File: src/rtl/core_pkg.sv
// Shared core-state and LSU-state encodings for the sequencer and every unit that decodes core_state.
// Pure definitions: no logic, no latency, no flow control.
package core_pkg;
  localparam int CORE_STATE_W = 3;
  localparam int LSU_STATE_W  = 2;

  typedef enum logic [CORE_STATE_W-1:0] {
    CORE_IDLE    = 3'b000,
    CORE_FETCH   = 3'b001,
    CORE_DECODE  = 3'b010,
    CORE_REQUEST = 3'b011,
    CORE_WAIT    = 3'b100,
    CORE_EXECUTE = 3'b101,
    CORE_UPDATE  = 3'b110,
    CORE_DONE    = 3'b111
  } core_state_t;

  typedef enum logic [LSU_STATE_W-1:0] {
    LSU_IDLE       = 2'b00,
    LSU_REQUESTING = 2'b01,
    LSU_WAITING    = 2'b10,
    LSU_DONE       = 2'b11
  } lsu_state_t;
endpackage

File: src/rtl/core_sequencer_if.sv
// Sequencer-facing bundle: start/fetch/decode/LSU/PC inputs and state/PC/done outputs.
// Level signals only; stalls are expressed through fetch_valid and per-lane lsu_state.
interface core_sequencer_if #(
  parameter int THREADS   = 4,
  parameter int ADDR_BITS = 8
);
  import core_pkg::*;

  logic                            start;
  logic [THREADS-1:0]              thread_enable;
  logic                            fetch_valid;
  logic                            decoded_mem_read_enable;
  logic                            decoded_mem_write_enable;
  logic                            decoded_ret;
  logic [LSU_STATE_W*THREADS-1:0]  lsu_state;
  logic [ADDR_BITS*THREADS-1:0]    next_pc;
  core_state_t                     core_state;
  logic [ADDR_BITS-1:0]            current_pc;
  logic                            done;
  logic                            divergence_error;

  modport master (
    output start, thread_enable, fetch_valid, decoded_mem_read_enable,
           decoded_mem_write_enable, decoded_ret, lsu_state, next_pc,
    input  core_state, current_pc, done, divergence_error
  );

  modport slave (
    input  start, thread_enable, fetch_valid, decoded_mem_read_enable,
           decoded_mem_write_enable, decoded_ret, lsu_state, next_pc,
    output core_state, current_pc, done, divergence_error
  );
endinterface

File: src/rtl/thread_pc_select.sv
// Combinational pick of the lowest enabled lane's next_pc (lane 0 if none enabled); zero latency.
// CORE_DIVERGENCE_CHECK_EN adds an all-enabled-lanes-equal compare; otherwise diverged_o is tied 0.
module thread_pc_select #(
  parameter int THREADS   = 4,
  parameter int ADDR_BITS = 8
) (
  input  logic [THREADS-1:0]           thread_enable_i,
  input  logic [ADDR_BITS*THREADS-1:0] next_pc_i,
  output logic [ADDR_BITS-1:0]         sel_pc_o,
  output logic                         diverged_o
);

  // Walk high-to-low so the lowest enabled lane is the last write and wins.
  always_comb begin
    sel_pc_o = next_pc_i[ADDR_BITS-1:0];
    for (int i = THREADS - 1; i >= 0; i--) begin
      if (thread_enable_i[i]) sel_pc_o = next_pc_i[i*ADDR_BITS +: ADDR_BITS];
    end
  end

`ifdef CORE_DIVERGENCE_CHECK_EN
  always_comb begin
    diverged_o = 1'b0;
    for (int i = 0; i < THREADS; i++) begin
      if (thread_enable_i[i] && (next_pc_i[i*ADDR_BITS +: ADDR_BITS] != sel_pc_o))
        diverged_o = 1'b1;
    end
  end
`else
  assign diverged_o = 1'b0;
`endif

endmodule

File: src/rtl/core_sequencer.sv
// Per-core instruction sequencer: FETCH..UPDATE per instruction (F+5 cycles when not waiting on memory).
// Stalls in FETCH on fetch_valid and in WAIT on busy enabled LSUs; CORE_DIVERGENCE_CHECK_EN enables lane-PC check.
module core_sequencer
  import core_pkg::*;
#(
  parameter int THREADS_PER_BLOCK     = 4,
  parameter int PROGRAM_MEM_ADDR_BITS = 8
) (
  input  logic             clk,
  input  logic             reset_n,
  core_sequencer_if.slave  bus
);

  core_state_t                      state_q, state_d;
  logic [PROGRAM_MEM_ADDR_BITS-1:0] pc_q, pc_d;
  logic                             done_q, done_d;
  logic [PROGRAM_MEM_ADDR_BITS-1:0] sel_pc;
  logic                             diverged;
  logic                             lsu_busy;
  logic                             mem_instr;

  thread_pc_select #(
    .THREADS   (THREADS_PER_BLOCK),
    .ADDR_BITS (PROGRAM_MEM_ADDR_BITS)
  ) u_pc_select (
    .thread_enable_i (bus.thread_enable),
    .next_pc_i       (bus.next_pc),
    .sel_pc_o        (sel_pc),
    .diverged_o      (diverged)
  );

  assign mem_instr = bus.decoded_mem_read_enable | bus.decoded_mem_write_enable;

  always_comb begin
    lsu_busy = 1'b0;
    for (int i = 0; i < THREADS_PER_BLOCK; i++) begin
      if (bus.thread_enable[i] &&
          (bus.lsu_state[LSU_STATE_W*i +: LSU_STATE_W] inside {LSU_REQUESTING, LSU_WAITING}))
        lsu_busy = 1'b1;
    end
  end

  always_comb begin
    state_d = state_q;
    pc_d    = pc_q;
    done_d  = done_q;
    case (state_q)
      CORE_IDLE:    if (bus.start) state_d = CORE_FETCH;
      CORE_FETCH:   if (bus.fetch_valid) state_d = CORE_DECODE;
      CORE_DECODE:  state_d = CORE_REQUEST;
      CORE_REQUEST: state_d = CORE_WAIT;
      CORE_WAIT:    if (!(mem_instr && lsu_busy)) state_d = CORE_EXECUTE;
      CORE_EXECUTE: state_d = CORE_UPDATE;
      CORE_UPDATE: begin
        if (bus.decoded_ret || diverged) begin
          state_d = CORE_DONE;
          done_d  = 1'b1;
        end else begin
          pc_d    = sel_pc;
          state_d = CORE_FETCH;
        end
      end
      CORE_DONE:    state_d = CORE_DONE;
      default:      state_d = CORE_IDLE;
    endcase
  end

  always_ff @(posedge clk or negedge reset_n) begin
    if (!reset_n) begin
      state_q <= CORE_IDLE;
      pc_q    <= '0;
      done_q  <= 1'b0;
    end else begin
      state_q <= state_d;
      pc_q    <= pc_d;
      done_q  <= done_d;
    end
  end

`ifdef CORE_DIVERGENCE_CHECK_EN
  logic div_q;

  always_ff @(posedge clk or negedge reset_n) begin
    if (!reset_n)
      div_q <= 1'b0;
    else if (state_q == CORE_UPDATE && !bus.decoded_ret && diverged)
      div_q <= 1'b1;
  end

  assign bus.divergence_error = div_q;
`else
  assign bus.divergence_error = 1'b0;
`endif

  assign bus.core_state = state_q;
  assign bus.current_pc = pc_q;
  assign bus.done       = done_q;

endmodule

File: src/flat_wrapper.sv
// flat-port wrapper written by rule: the top's interface ports become plain ports
module core_sequencer_flat import core_pkg::*;
#(
  parameter int THREADS_PER_BLOCK     = 4,
  parameter int PROGRAM_MEM_ADDR_BITS = 8
)
  (clk, reset_n, bus_start, bus_thread_enable, bus_fetch_valid, bus_decoded_mem_read_enable, bus_decoded_mem_write_enable, bus_decoded_ret, bus_lsu_state, bus_next_pc, bus_core_state, bus_current_pc, bus_done, bus_divergence_error);
  core_sequencer_if #(.THREADS((4)), .ADDR_BITS((8))) bus_i ();
  input  logic clk;
  input  logic reset_n;
  input wire logic [$bits(bus_i.start)-1:0] bus_start;
  input wire logic [$bits(bus_i.thread_enable)-1:0] bus_thread_enable;
  input wire logic [$bits(bus_i.fetch_valid)-1:0] bus_fetch_valid;
  input wire logic [$bits(bus_i.decoded_mem_read_enable)-1:0] bus_decoded_mem_read_enable;
  input wire logic [$bits(bus_i.decoded_mem_write_enable)-1:0] bus_decoded_mem_write_enable;
  input wire logic [$bits(bus_i.decoded_ret)-1:0] bus_decoded_ret;
  input wire logic [$bits(bus_i.lsu_state)-1:0] bus_lsu_state;
  input wire logic [$bits(bus_i.next_pc)-1:0] bus_next_pc;
  output wire logic [$bits(bus_i.core_state)-1:0] bus_core_state;
  output wire logic [$bits(bus_i.current_pc)-1:0] bus_current_pc;
  output wire logic [$bits(bus_i.done)-1:0] bus_done;
  output wire logic [$bits(bus_i.divergence_error)-1:0] bus_divergence_error;
  assign bus_i.start = bus_start;
  assign bus_i.thread_enable = bus_thread_enable;
  assign bus_i.fetch_valid = bus_fetch_valid;
  assign bus_i.decoded_mem_read_enable = bus_decoded_mem_read_enable;
  assign bus_i.decoded_mem_write_enable = bus_decoded_mem_write_enable;
  assign bus_i.decoded_ret = bus_decoded_ret;
  assign bus_i.lsu_state = bus_lsu_state;
  assign bus_i.next_pc = bus_next_pc;
  assign bus_core_state = bus_i.core_state;
  assign bus_current_pc = bus_i.current_pc;
  assign bus_done = bus_i.done;
  assign bus_divergence_error = bus_i.divergence_error;
  core_sequencer #(.THREADS_PER_BLOCK(THREADS_PER_BLOCK), .PROGRAM_MEM_ADDR_BITS(PROGRAM_MEM_ADDR_BITS)) u_core (.clk(clk), .reset_n(reset_n), .bus(bus_i));
endmodule
File: config.mk
export PLATFORM = sky130hd
export DESIGN_NAME = core_sequencer_flat
export DESIGN_NICKNAME = d
export VERILOG_FILES = /design/src/rtl/core_pkg.sv /design/src/rtl/core_sequencer_if.sv /design/src/rtl/thread_pc_select.sv /design/src/rtl/core_sequencer.sv /design/src/flat_wrapper.sv
export SDC_FILE = /design/constraint.sdc
export NUM_CORES = 1
export LEC_CHECK = 0
export CORE_ASPECT_RATIO = 0.9
export CORE_MARGIN = 2
export CORE_UTILIZATION = 35
export CTS_CLUSTER_SIZE = 8
export DETAILED_ROUTE_END_ITERATION = 10
export GPL_TIMING_DRIVEN = 0
export PLACE_DENSITY = 0.9
export SYNTH_ARGS = -nofsm -noshare
export SYNTH_HDL_FRONTEND = slang
export SYNTH_SLANG_ARGS = --single-unit
File: constraint.sdc
create_clock -name clk -period 4.25 [get_ports clk]
set_clock_uncertainty 0.05 [all_clocks]
set_input_delay 0.85 -clock clk [delete_from_list [all_inputs] [get_ports clk]]
set_output_delay 0.85 -clock clk [all_outputs]
set_load 0.05 [all_outputs]
; ---- Word level (Yosys, flattened, before mapping)
; Cells that the tools add are included.
; W data, S select, Z words.
[totals]
regBits = 12
[op_classes]
bitwise_logic = 2
n_reduce_logical = 13
n_eq_ne = 18
n_mux = 13
[ops]
columns = operator, n
row1 = $mux W8, 4
row2 = $pmux W3 S8, 1
row3 = $eq A3 B3 Y1 const B, 4
row4 = $mux W3, 4
row5 = $eq A2 B1 Y1 const B, 4
row6 = $eq A2 B2 Y1 const B, 4
row7 = $reduce_bool A2 Y1, 4
row8 = $eq A3 B2 Y1 const B, 2
row9 = $ne A2 B2 Y1 const B, 3
row10 = $logic_and A1 B1 Y1, 5
row11 = $mux W1, 4
row12 = $reduce_and A2 Y1, 2
row13 = $eq A3 B1 Y1 const B, 1
row14 = $logic_not A3 Y1, 1
row15 = $reduce_and A3 Y1, 1
row16 = $not A1 Y1, 1
row17 = $or A1 B1 Y1, 1

; ---- Longest topological paths before layout
[depth]
word_depth = 10
depth_mapped = 6

; ---- By module
; From an unflattened synthesis, not the netlist that was laid out.
[unflattened]
hier_cells = 94
hier_area_um2 = 979.7
[modules_own_cells]
columns = mod, cells_each, area_each_um2, seq_area_each_um2, instances
row1 = core_sequencer, 49, 635.6, 300.3, 1
row2 = thread_pc_select, 45, 344.1, 0.0, 1

; ---- Least setup slack after synthesis
; OpenSTA, ideal clock, no wires.
[synth_path]
path_type = input port to flip-flop
startpoint = input bus_thread_enable[3]
endpoint = register u_core.pc_q[4] (netlist: u_core.bus.current_pc[4])
cell_stages = 5
path_buffers = 1
setup_ns = 0.121
setup_slack_ns = 2.349
required_time_ns = 4.079
t_arrival_ns = 1.730
path_cell_list = buf_2 -> mux2_2 -> mux2i_1 -> o21ai_0 -> a22o_1
[synth_via]
elab_chain_len = 4
[synth_rtl]
columns = element, line_no
row1 = start: declaration, flat_wrapper.sv:12  ; input wire logic [$bits(bus_i.thread_enable)-1:0] bus_thread_enable;
row2 = $mux W8 (4 in series), thread_pc_select.sv:17  ; if (thread_enable_i[i]) sel_pc_o = next_pc_i[i*ADDR_BITS +: ADDR_BITS];
row3 = end signal: assignment, core_sequencer.sv:75  ; pc_q <= pc_d;
row4 = end: declaration, core_sequencer.sv:15  ; logic [PROGRAM_MEM_ADDR_BITS-1:0] pc_q, pc_d;
; Every way passes these cells.
; A chain may end at the register's enable or synchronous reset.

; ---- Worst setup path in the final report
[layout_path]
startpoint = register u_core.state_q[1] (netlist: u_core.bus.core_state[1])
endpoint = output bus_core_state[1]
[layout_lines]
columns = element, line_no
row1 = start: declaration, core_sequencer.sv:14  ; core_state_t state_q, state_d;
row2 = start signal: assignment, core_sequencer.sv:74  ; state_q <= state_d;
row3 = end: declaration, flat_wrapper.sv:19  ; output wire logic [$bits(bus_i.core_state)-1:0] bus_core_state;
; No word-level cell between the ends.

==> summary.md <==
| Metric | Value |
|---|---|
| Vias in the first global route | `1035` |
| Share of cells above drive strength 1 | `0.122` |
| Lkg Pwr | `0.000665 uW` |
| Min setup slack post-route | `1730 ps` |
| Detail Route Antenna Nets | `0` |
| Largest fanout on the critical path | `8` |
| Fill count | `212` |
| Register area | `300 um^2` |
| Min-Delay Path Class | `reg2reg` |
| CTS Sinks | `12` |
| Post-CTS Setup Repair Bufs | `0` |
| M1 WL | `about 1100 um` |
| Ys Warns | `0` |
| DR vias/cell | `5.10` |
| MaxCap Viol Count | `0` |
| CTS tree | `done` |
| Clk slew on worst S/H paths | `80 ps` |
| DR DRC count | `0` |
| Die ar. | `roughly 3000 um^2` |
| Pins over their slew limit | `0` |
| Power share of the sequential group | `0.266` |
| Net Sw Frac | `0.467` |
| Yosys reg bits | `12` |
| Most area-consuming cells after synthesis | `dfrtp_1, mux2_2, a21oi_1` |
| Rel. slew slack | `0.651` |
| Seq/Total Area, Yosys | `0.333` |
| Clock buffer depth | `2` |
| Syn_area_per_cell | `8.83 um^2` |
| Ant diodes | `0` |
| Chip width | `57.5 um` |
| Clk_lat worst skew | `260 ps` |
| Post-Syn Instances | `102` |
| Initial Util | `0.368` |
| Area leader, netlist | `dfrtp_1` |
| GRT Util Overall | `0.191` |
| Wire length of the first global-routing pass | `4430 um` |
| Mapped cell area | `901 um^2` |
| Crit path buf inv count | `1` |
| Post-Syn Nets | `~150` |
| Placed Instances | `188` |
| CTS Root Buffer Type | `clkbuf_4` |
| GPL Wtd Cong | `0.781` |
| Maximum resistive drop on vdd | `0.465 mV` |
| Final cycle utilization of the critical path | `0.593` |
| Critical Path Sink Type | `output port` |
| Tightest Pin Transition | `522 ps` |
| RSZ-0062 raised after global routing | `false` |
| Setup CP Type | `reg2out` |
| Post-Place Setup Slack | `1850 ps` |
| TritonCTS buffer count | `3` |
| Wire length on met2 | `1400 um` |
| Combinational Power Share | `0.620` |
| Req. time, crit path | `3350 ps` |
| Pint | `between 400 and 500 uW` |
| Synth cell types | `24` |
| Delay-heaviest family, CP | `buffers and inverters` |
| Final cell utilization of the core | `0.635` |
| Status | `finished, final reports clean` |
| # resized after CTS | `0` |
| Crit path launch type | `flop` |
| Via count | `979` |
| DR iter-0 viols | `20` |
| Hold_buf cts | `0` |
| DR WL/cell | `14.2 um` |
| WL final | `2730 um` |
| Overall die height | `52.1 um` |
| Site row count | `17` |
| Cell Chain, Critical Path | `clkdlybuf4s50_1` |
| Port bufs | `58` |
| H-tree Lvls | `1` |
| Top Layer Used | `met4` |
| Final net count | `216` |
| Final min period | `~2500 ps` |
| Delay of the slowest critical-path stage | `approximately 860 ps` |
| Area occupied by multi-input gates | `between 500 and 600 um^2` |
| Total gr overflow | `0` |
| Drt pass-1 iters | `4` |
| Syn-to-layout area delta | `72.4%` |
| Largest net degree at the start of global routing | `13` |
| Routed met3 length | `225 um` |
| Final hold vios | `0` |
| Sw Pwr | `between 300 and 400 uW` |
| Critical Path AT | `approximately 1600 ps` |
| I/O pin cnt | `64` |
| Setup TNS | `0 ps` |
| Final cell count without fillers | `around 190` |
| Setup-failing EPs final | `0` |
| Top cell type's share of synthesized area | `0.333` |
| Initial antenna violation count | `0` |
| Core area | `2450 um^2` |
| Clk network pwr share | `0.114` |
| Highest clock rate | `397 MHz` |
| Slowest CP cell | `clkdlybuf4s50_1` |
| Hpwl dp | `2280 um` |
| PwrDens | `506 nW/um^2` |
## cell families (layout without fill, tap and decap cells)
| family | after synthesis | after routing | share of synthesized area |
|---|---|---|---|
| AND/OR/NAND/NOR | 9 | 9 | 0.0458 |
| AO/OA/AOI/OAI | 42 | 42 | 0.286 |
| other | 1 | 1 | 0.00416 |
| buffers and inverters | 18 | 80 | 0.103 |
| flip-flops | 12 | 12 | 0.333 |
| XOR/XNOR | 4 | 4 | 0.0389 |
| multiplexers | 16 | 16 | 0.189 |
## layer usage
layer,vias up,GRT usage
met3,2,0.0398
met2,42,0.377
li1,490,-
met4,0,0.0349
met5,-,0
met1,445,0.209
## cell usage in the layout (no fill, tap or decap), drive strengths merged, types with 4 or more instances in the layout
cell type	synthesis	routed
buf	5	5
clkdlybuf4s50	0	58
mux2i	8	8
a21oi	19	19
nand2	4	4
a22o	8	8
clkbuf	4	8
dfrtp	12	12
mux2	8	8
xor2	4	4
o21ai	10	10
inv	9	9
## path summary, 6_finish.rpt
check,from,to,slack (ps),cells past startpoint
max in group asynchronous,reset_n,u_core.bus.current_pc[4],2930,1
max reg2reg,u_core.bus.core_state[0],u_core.bus.current_pc[1],2580,5
min in group asynchronous,reset_n,u_core.bus.current_pc[7],870,1
min,u_core.bus.done,u_core.bus.done,430,1
min reg2reg,u_core.bus.done,u_core.bus.done,430,1
max,u_core.bus.core_state[1],bus_core_state[1],1730,1
## metrics by stage
stage	total power [uW]	hold slack (ps)	cell area [um^2]
CTS	790	434	1550
floorplan	514	504	901
global route	829	449	1550
detailed placement	698	416	1520
finish	786	427	1550
global placement	686	410	1520
## area by class of cell
class,count,share of cell area
buffer,9,0.0379
multi-input combinational,72,0.327
sequential,12,0.193
clock buffer,4,0.0234
tap,28,0.0226
timing repair buffer,58,0.374
inverter,9,0.0218
## power by group through the flow
stage | sequential [uW] | combinational [uW] | clock, uW
CTS | 208 | 491 | 91.5
detailed placement | 209 | 489 | 0
floorplan | 380 | 134 | 0
global route | 216 | 515 | 97.6
global placement | 209 | 478 | 0
finish | 209 | 487 | 89.4
## cells in the mapped netlist
library cell  instances
inv_1                 8
a22o_1                8
dfrtp_1              12
nand2b_1              1
mux2_2                8
a21oi_2               2
o21ai_0              10
xor2_1                4
a21oi_1              17
inv_2                 1
o21bai_1              1
o22ai_1               2
buf_8                 1
buf_6                 1
clkbuf_1              4
nor2_1                1
or3_1                 1
a22oi_1               2
nand2_1               4
conb_1                1
nor3_1                2
buf_4                 1
buf_2                 2
mux2i_1               8
## registers in the layout, summed over array words and instances (netlist names)
signal	count
u_core.bus.core_state	3
u_core.bus.current_pc	8
u_core.bus.done	1
Note: power is estimated with default switching activity, not from simulation.
